`config.mk`:
```
export PLATFORM = sky130hd
export DESIGN_NAME = core_result_arbiter_flat
export DESIGN_NICKNAME = d
export VERILOG_FILES = /design/src/rtl/core_result_arbiter_pkg.sv /design/src/rtl/core_result_arbiter_if.sv /design/src/rtl/core_result_arbiter_lowest_set_index.sv /design/src/rtl/core_result_arbiter.sv /design/src/flat_wrapper.sv
export SDC_FILE = /design/constraint.sdc
export NUM_CORES = 1
export LEC_CHECK = 0
export ABC_CLOCK_PERIOD_IN_PS = 1920
export CAP_MARGIN = 25
export CORE_ASPECT_RATIO = 2
export CORE_MARGIN = 2
export CORE_UTILIZATION = 38
export CTS_CLUSTER_SIZE = 30
export DETAILED_ROUTE_END_ITERATION = 10
export PLACE_DENSITY = 0.85
export SLEW_MARGIN = 10
export SYNTH_ARGS = -nofsm -noshare
export SYNTH_HDL_FRONTEND = slang
export SYNTH_SLANG_ARGS = --single-unit
export TNS_END_PERCENT = 20
```
`constraint.sdc`:
```
create_clock -name clk -period 1.92 [get_ports clk]
set_input_delay 0.384 -clock clk [delete_from_list [all_inputs] [get_ports clk]]
set_output_delay 0.384 -clock clk [all_outputs]
set_load 0.01 [all_outputs]
```
`src/rtl/core_result_arbiter_pkg.sv`:
```
// Shared types and widths for the RC4 cracking-core result arbiter.
package crack_pkg;

    localparam int unsigned KEY_W   = 24;
    localparam int unsigned CYCLE_W = 32;

    typedef enum logic [2:0] {
        IDLE,
        RELEASE,
        SEARCH,
        FOUND,
        EXHAUSTED
    } arb_state_t;

    // Index width for an N-entry vector, never narrower than one bit.
    function automatic int unsigned idx_w(input int unsigned n);
        return (n > 1) ? $clog2(n) : 1;
    endfunction

endpackage

```
`src/rtl/core_result_arbiter_if.sv`:
```
// Bundle between the cracking cores / display logic and the result arbiter.
interface core_result_arbiter_if #(
    parameter int unsigned N_CORES = 4,
    parameter int unsigned KEY_W   = crack_pkg::KEY_W
);
    import crack_pkg::*;

    localparam int unsigned IDX_W = idx_w(N_CORES);

    logic                       start;
    logic [N_CORES-1:0]         core_success;
    logic [N_CORES-1:0]         core_total_failure;
    logic [N_CORES*KEY_W-1:0]   core_secret_key;

    logic                       core_hold;
    logic                       stop;
    logic                       busy;
    logic                       found;
    logic                       exhausted;
    logic                       timed_out;
    logic [IDX_W-1:0]           winner_idx;
    logic [KEY_W-1:0]           found_key;
    logic [CYCLE_W-1:0]         cycle_count;

    // Arbiter side
    modport slave (
        input  start, core_success, core_total_failure, core_secret_key,
        output core_hold, stop, busy, found, exhausted, timed_out,
               winner_idx, found_key, cycle_count
    );

    // Core / controller side
    modport master (
        output start, core_success, core_total_failure, core_secret_key,
        input  core_hold, stop, busy, found, exhausted, timed_out,
               winner_idx, found_key, cycle_count
    );

endinterface

```
`src/rtl/core_result_arbiter_lowest_set_index.sv`:
```
// Combinational priority encoder: index of the lowest set bit plus an any-set flag.
module lowest_set_index #(
    parameter int unsigned N     = 4,
    parameter int unsigned IDX_W = 2
) (
    input  logic [N-1:0]     vec,
    output logic [IDX_W-1:0] idx,
    output logic             any
);

    // Scan downwards so the lowest set bit is written last and wins.
    always_comb begin
        idx = '0;
        any = |vec;
        for (int i = int'(N) - 1; i >= 0; i--) begin
            if (vec[i]) begin
                idx = IDX_W'(i);
            end
        end
    end

endmodule

```
`src/rtl/core_result_arbiter.sv`:
```
// Collects success/failure from N cracking cores, latches the winning key,
// broadcasts stop and owns the hold/run control of the cores.
module core_result_arbiter #(
    parameter int unsigned N_CORES    = 4,
    parameter int unsigned KEY_W      = crack_pkg::KEY_W,
    parameter int unsigned MAX_CYCLES = 0
) (
    input  logic                  clk,
    input  logic                  reset,
    core_result_arbiter_if.slave  bus
);
    import crack_pkg::*;

    localparam int unsigned        IDX_W      = idx_w(N_CORES);
    localparam logic [CYCLE_W-1:0] CNT_SAT    = '1;
    localparam bit                 TIMEOUT_EN = (MAX_CYCLES != 0);
    localparam logic [CYCLE_W-1:0] TIMEOUT_AT = CYCLE_W'(MAX_CYCLES - 1);

    arb_state_t          state_q, state_d;
    logic                core_hold_q, core_hold_d;
    logic                stop_q, stop_d;
    logic                busy_q, busy_d;
    logic                found_q, found_d;
    logic                exhausted_q, exhausted_d;
    logic                timed_out_q, timed_out_d;
    logic [IDX_W-1:0]    winner_idx_q, winner_idx_d;
    logic [KEY_W-1:0]    found_key_q, found_key_d;
    logic [CYCLE_W-1:0]  cycle_count_q, cycle_count_d;

    logic [IDX_W-1:0]    win_idx;
    logic                win_any;
    logic [KEY_W-1:0]    win_key;
    logic                all_failed;
    logic [CYCLE_W-1:0]  cycle_count_inc;

    lowest_set_index #(
        .N     (N_CORES),
        .IDX_W (IDX_W)
    ) u_lowest_set_index (
        .vec (bus.core_success),
        .idx (win_idx),
        .any (win_any)
    );

    // Key of the winning core, sampled in the same cycle success is seen.
    always_comb begin
        win_key = '0;
        for (int i = 0; i < int'(N_CORES); i++) begin
            if (IDX_W'(i) == win_idx) begin
                win_key = bus.core_secret_key[i*KEY_W +: KEY_W];
            end
        end
    end

    assign all_failed      = &bus.core_total_failure;
    assign cycle_count_inc = (cycle_count_q == CNT_SAT) ? cycle_count_q
                                                        : cycle_count_q + CYCLE_W'(1);

    always_comb begin
        state_d       = state_q;
        core_hold_d   = core_hold_q;
        stop_d        = stop_q;
        busy_d        = busy_q;
        found_d       = found_q;
        exhausted_d   = exhausted_q;
        timed_out_d   = timed_out_q;
        winner_idx_d  = winner_idx_q;
        found_key_d   = found_key_q;
        cycle_count_d = cycle_count_q;

        unique case (state_q)
            // Idle and both terminal states accept a new search; the cores are put
            // back into hold for the RELEASE cycle so they re-initialise.
            IDLE, FOUND, EXHAUSTED: begin
                if (bus.start) begin
                    state_d       = RELEASE;
                    core_hold_d   = 1'b1;
                    stop_d        = 1'b0;
                    busy_d        = 1'b0;
                    found_d       = 1'b0;
                    exhausted_d   = 1'b0;
                    timed_out_d   = 1'b0;
                    winner_idx_d  = '0;
                    found_key_d   = '0;
                    cycle_count_d = '0;
                end
            end

            RELEASE: begin
                state_d     = SEARCH;
                core_hold_d = 1'b0;
                stop_d      = 1'b0;
                busy_d      = 1'b1;
            end

            // Precedence: success > all cores failed > timeout.
            SEARCH: begin
                cycle_count_d = cycle_count_inc;
                if (win_any) begin
                    state_d      = FOUND;
                    found_d      = 1'b1;
                    stop_d       = 1'b1;
                    busy_d       = 1'b0;
                    winner_idx_d = win_idx;
                    found_key_d  = win_key;
                end else if (all_failed) begin
                    state_d     = EXHAUSTED;
                    exhausted_d = 1'b1;
                    stop_d      = 1'b1;
                    busy_d      = 1'b0;
                end else if (TIMEOUT_EN && (cycle_count_q == TIMEOUT_AT)) begin
                    state_d     = EXHAUSTED;
                    exhausted_d = 1'b1;
                    timed_out_d = 1'b1;
                    stop_d      = 1'b1;
                    busy_d      = 1'b0;
                end
            end

            default: begin
                state_d     = IDLE;
                core_hold_d = 1'b1;
                stop_d      = 1'b0;
                busy_d      = 1'b0;
            end
        endcase
    end

    always_ff @(posedge clk) begin
        if (reset) begin
            state_q       <= IDLE;
            core_hold_q   <= 1'b1;
            stop_q        <= 1'b0;
            busy_q        <= 1'b0;
            found_q       <= 1'b0;
            exhausted_q   <= 1'b0;
            timed_out_q   <= 1'b0;
            winner_idx_q  <= '0;
            found_key_q   <= '0;
            cycle_count_q <= '0;
        end else begin
            state_q       <= state_d;
            core_hold_q   <= core_hold_d;
            stop_q        <= stop_d;
            busy_q        <= busy_d;
            found_q       <= found_d;
            exhausted_q   <= exhausted_d;
            timed_out_q   <= timed_out_d;
            winner_idx_q  <= winner_idx_d;
            found_key_q   <= found_key_d;
            cycle_count_q <= cycle_count_d;
        end
    end

    assign bus.core_hold   = core_hold_q;
    assign bus.stop        = stop_q;
    assign bus.busy        = busy_q;
    assign bus.found       = found_q;
    assign bus.exhausted   = exhausted_q;
    assign bus.timed_out   = timed_out_q;
    assign bus.winner_idx  = winner_idx_q;
    assign bus.found_key   = found_key_q;
    assign bus.cycle_count = cycle_count_q;

endmodule
```
`src/flat_wrapper.sv`:
```
// flat-port wrapper written by rule: the top's interface ports become plain ports
module core_result_arbiter_flat import crack_pkg::*;
#(
    parameter int unsigned N_CORES    = 4,
    parameter int unsigned KEY_W      = crack_pkg::KEY_W,
    parameter int unsigned MAX_CYCLES = 0
)
  (clk, reset, bus_start, bus_core_success, bus_core_total_failure, bus_core_secret_key, bus_core_hold, bus_stop, bus_busy, bus_found, bus_exhausted, bus_timed_out, bus_winner_idx, bus_found_key, bus_cycle_count);
  core_result_arbiter_if #(.N_CORES(N_CORES), .KEY_W(KEY_W)) bus_i ();
  input  logic clk;
  input  logic reset;
  input wire logic [$bits(bus_i.start)-1:0] bus_start;
  input wire logic [$bits(bus_i.core_success)-1:0] bus_core_success;
  input wire logic [$bits(bus_i.core_total_failure)-1:0] bus_core_total_failure;
  input wire logic [$bits(bus_i.core_secret_key)-1:0] bus_core_secret_key;
  output wire logic [$bits(bus_i.core_hold)-1:0] bus_core_hold;
  output wire logic [$bits(bus_i.stop)-1:0] bus_stop;
  output wire logic [$bits(bus_i.busy)-1:0] bus_busy;
  output wire logic [$bits(bus_i.found)-1:0] bus_found;
  output wire logic [$bits(bus_i.exhausted)-1:0] bus_exhausted;
  output wire logic [$bits(bus_i.timed_out)-1:0] bus_timed_out;
  output wire logic [$bits(bus_i.winner_idx)-1:0] bus_winner_idx;
  output wire logic [$bits(bus_i.found_key)-1:0] bus_found_key;
  output wire logic [$bits(bus_i.cycle_count)-1:0] bus_cycle_count;
  assign bus_i.start = bus_start;
  assign bus_i.core_success = bus_core_success;
  assign bus_i.core_total_failure = bus_core_total_failure;
  assign bus_i.core_secret_key = bus_core_secret_key;
  assign bus_core_hold = bus_i.core_hold;
  assign bus_stop = bus_i.stop;
  assign bus_busy = bus_i.busy;
  assign bus_found = bus_i.found;
  assign bus_exhausted = bus_i.exhausted;
  assign bus_timed_out = bus_i.timed_out;
  assign bus_winner_idx = bus_i.winner_idx;
  assign bus_found_key = bus_i.found_key;
  assign bus_cycle_count = bus_i.cycle_count;
  core_result_arbiter #(.N_CORES(N_CORES), .KEY_W(KEY_W), .MAX_CYCLES(MAX_CYCLES)) u_core (.clk(clk), .reset(reset), .bus(bus_i));
endmodule
```
==> results.cfg <==
[clock_tree]
htreeDepth = 3
clockRootBuffer = clkbuf_16
cts_tree = built
clk_latency_ns = 0.34
clk_pin_slew_ns = 0.06
cts_sinks = 66
numCtsBuffers = 9
clockBufferDepth = 2

[synthesis]
synth_warnings = 0
postSynthCellCount = 514
yosysUniqueCellTypes = 57
avgSynthCellArea_um2 = 7.534
synth_top_cell_by_area = dfxtp_1
synthArstFlopShare_pct = 0
synth-edff-count = 0
netlist.area_leader.share_pct = 34.12
syn-cell-area_um2 = 3872
synthesis.nets = 622
synth_top_cells_by_area = dfxtp_1 34%, a21oi_1 6.6%, nor3_1 6.1%, o21ai_0 6.1%, a211oi_1 5.0%
ys_ff_latch = 66
ys.flop_type = dfxtp_1
yosysSeqAreaShare_pct = 34.12

[timing]
fin_crit_ns = 1.947
rsz0062_at_grt = true
hold_violations = 0
fmax_ghz = 0.5135
fin_crit_sh_pct = 101.4
setup_violations = 1
finalClockSkew_ns = 0.01135
setup_slack_ns = -0.02734
hold_ws_ns = 0.4419
drv_slew = 0

[pwr]
p_leak_nw = 2.422
p_total_mw = 4.123
powerDensity_nw_per_um2 = 606.4
vdd_drop_max_v = 0.0004491

[cells_and_area]
layout.cells.non_filler = 877
area_growth_pct = 75.57
fin_nets = 845
fillers = 820
antenna_cells = 0
drive_gt1_share_pct = 20.22
utilization_pct = 67.86

[place]
placed_cells = 858
place_congestion = 0.8953
dpl.hpwl_um = 11410
place.port_buffers = 169

[grt]
antenna_found_initial = 0
grt_pass1_vias = 4977
overflow = 0
grt_max_degree = 49
grt_use_total_pct = 26.44
grt_pass1_wl_um = 22750

[worst_setup_path]
r2r_slack_ns = -0.03
reg2regPathDepth = 6
cp-end-kind = flop
r2r_start = u_core.bus.cycle_count[7]
critical_path_class = flop to flop
startpoint_type = flop
r2r-end = u_core.bus.cycle_count[26]
worstPathMaxFanout = 7
arrival_ns = 2.17
crit_start = u_core.bus.cycle_count[7]
crit_required_ns = 2.14

[worst_hold_path]
hold_class = flop to flop
worstHoldPathCells = 2
hp-start = u_core.bus.found_key[9]
whs_endpoint = u_core.bus.found_key[9]

[route]
first_iter_violations = 204
ant_nets = 0
drc_errors = 0
first_pass_iters = 5
vias_per_cell = 5.551
routed_wl_um = 14480
drt-wirelength-per-cell_um = 16.51
route.vias.total = 4868

[outcome]
failed_checks = negative setup slack
status = complete, but fails checks

[die]
fp.dieH_um = 146.8
num_rows = 52
start_util_pct = 38.65
coreArea_um2 = 10020
io_pins = 171
dieArea_um2 = 11060
die_x_um = 75.38

[job]
maxCapViolCount = 0
-- synth_stat cells (2+ instances only) --
library cell	n
buf_2	7
o31a_1	2
o21ai_1	21
nand2_1	41
or3_1	17
mux2_2	4
or4_1	7
inv_1	7
o2111ai_1	2
nand3b_1	2
o211ai_1	4
nand2b_1	4
nor4_1	6
mux2_1	3
or2_2	2
a211oi_1	26
nor2b_1	27
nor3_1	47
o21ba_2	2
buf_6	2
a21oi_1	51
o21ai_0	47
o31ai_1	7
dfxtp_1	66
mux2i_1	2
nand3_1	10
nand4_1	8
o21bai_1	2
clkbuf_1	32
nor3b_1	5
buf_4	2
and3_1	2
nor2_1	22
or4_4	2
-- cell families after synthesis --
logic type | Yosys count | synth area share (%)
other | 1 | 0.09684
flip-flops | 66 | 34.12
AND/OR/NAND/NOR | 215 | 30.86
buffers and inverters | 50 | 5.654
multiplexers | 9 | 2.552
adder cells (fa/ha/maj) | 1 | 0.3231
AO/OA/AOI/OAI | 172 | 26.40
-- timing repair --
action                     CTS  global route
hold buffers                 0             0
pin swaps                    2            15
buffers inserted             1             2
setup endpoints to repair   26            58
resized for setup           11            33
-- stage by stage --
stage / TNS [ns] / setup slack (ns) / area (um^2)
2_1_floorplan: -0.1622 / -0.06284 / 3895
3_3_place_gp: -15.29 / -0.3619 / 6250
3_5_place_dp: -18.88 / -0.4429 / 6250
4_1_cts: -0.01138 / -0.009364 / 6641
6_report: -0.02734 / -0.02734 / 6799
5_1_grt: -1.366 / -0.1083 / 6799
-- area by class of cell --
type                       count  area (um^2)  share of cell area (%)
clock buffer                  10        239.0                   3.515
clock inverter                 6        90.09                   1.325
inverter                       7        26.28                  0.3865
multi-input combinational    398         2527                   37.17
sequential                    66         1326                   19.51
tap                          135        168.9                   2.484
timing repair buffer         255         2421                   35.61
-- critical path: stages, from the launching register on --
cell and delay (ns):
dfxtp_2 0.35, nand4_1 0.11, buf_6 0.15, nor4_4 0.39, o211ai_4 0.19, nor4_2 0.27
mux2_2 0.36
-- worst max path at each step --
stage | to | cells past startpoint
after floorplan | u_core.bus.cycle_count[25] | 8
after global placement | u_core.bus.cycle_count[8] | 7
after detailed placement | u_core.bus.cycle_count[8] | 7
after CTS | u_core.bus.cycle_count[27] | 6
after global routing | u_core.bus.cycle_count[17] | 7
final | u_core.bus.cycle_count[26] | 6
-- state kept, by name (all words and copies together), names as in the netlist --
signal,count
u_core.bus.stop,1
u_core.bus.found,1
u_core.bus.busy,1
u_core.bus.core_hold,1
u_core.bus.cycle_count,32
u_core.bus.found_key,24
u_core.bus.winner_idx,2
u_core.state_q,3
u_core.bus.exhausted,1
-- power by group --
part           internal [mW]  switching, mW  leakage [nW]
Combinational          0.496          0.408          1.73
Sequential              1.41         0.0211         0.536
Clock                   1.17          0.613         0.159
-- cells in the final DEF, fill, tap and decap left out, drive strengths merged, types with 10 or more instances in the layout --
cell	Yosys	routed
nor2	22	22
a21oi	51	51
nor2b	27	27
nand3	10	10
or3	17	17
nor3	49	49
dfxtp	66	66
clkdlybuf4s50	0	165
buf	11	86
nand2	41	41
a211oi	26	26
clkbuf	32	10
o21ai	68	68
-- per-layer routing --
| layer | wire length [um] | GRT usage [%] | vias up | part of all wire, % |
|---|---|---|---|---|
| met4 | 741 | 15.00 | 0 | 5.1 |
| met1 | 4593 | 23.81 | 2230 | 32 |
| li1 | - | - | 2337 | - |
| met5 | 0 | 0 | - | 0 |
| met3 | 954 | 6.584 | 63 | 6.6 |
| met2 | 8187 | 49.65 | 238 | 57 |
No activity file was read; power rests on OpenSTA's default activity.
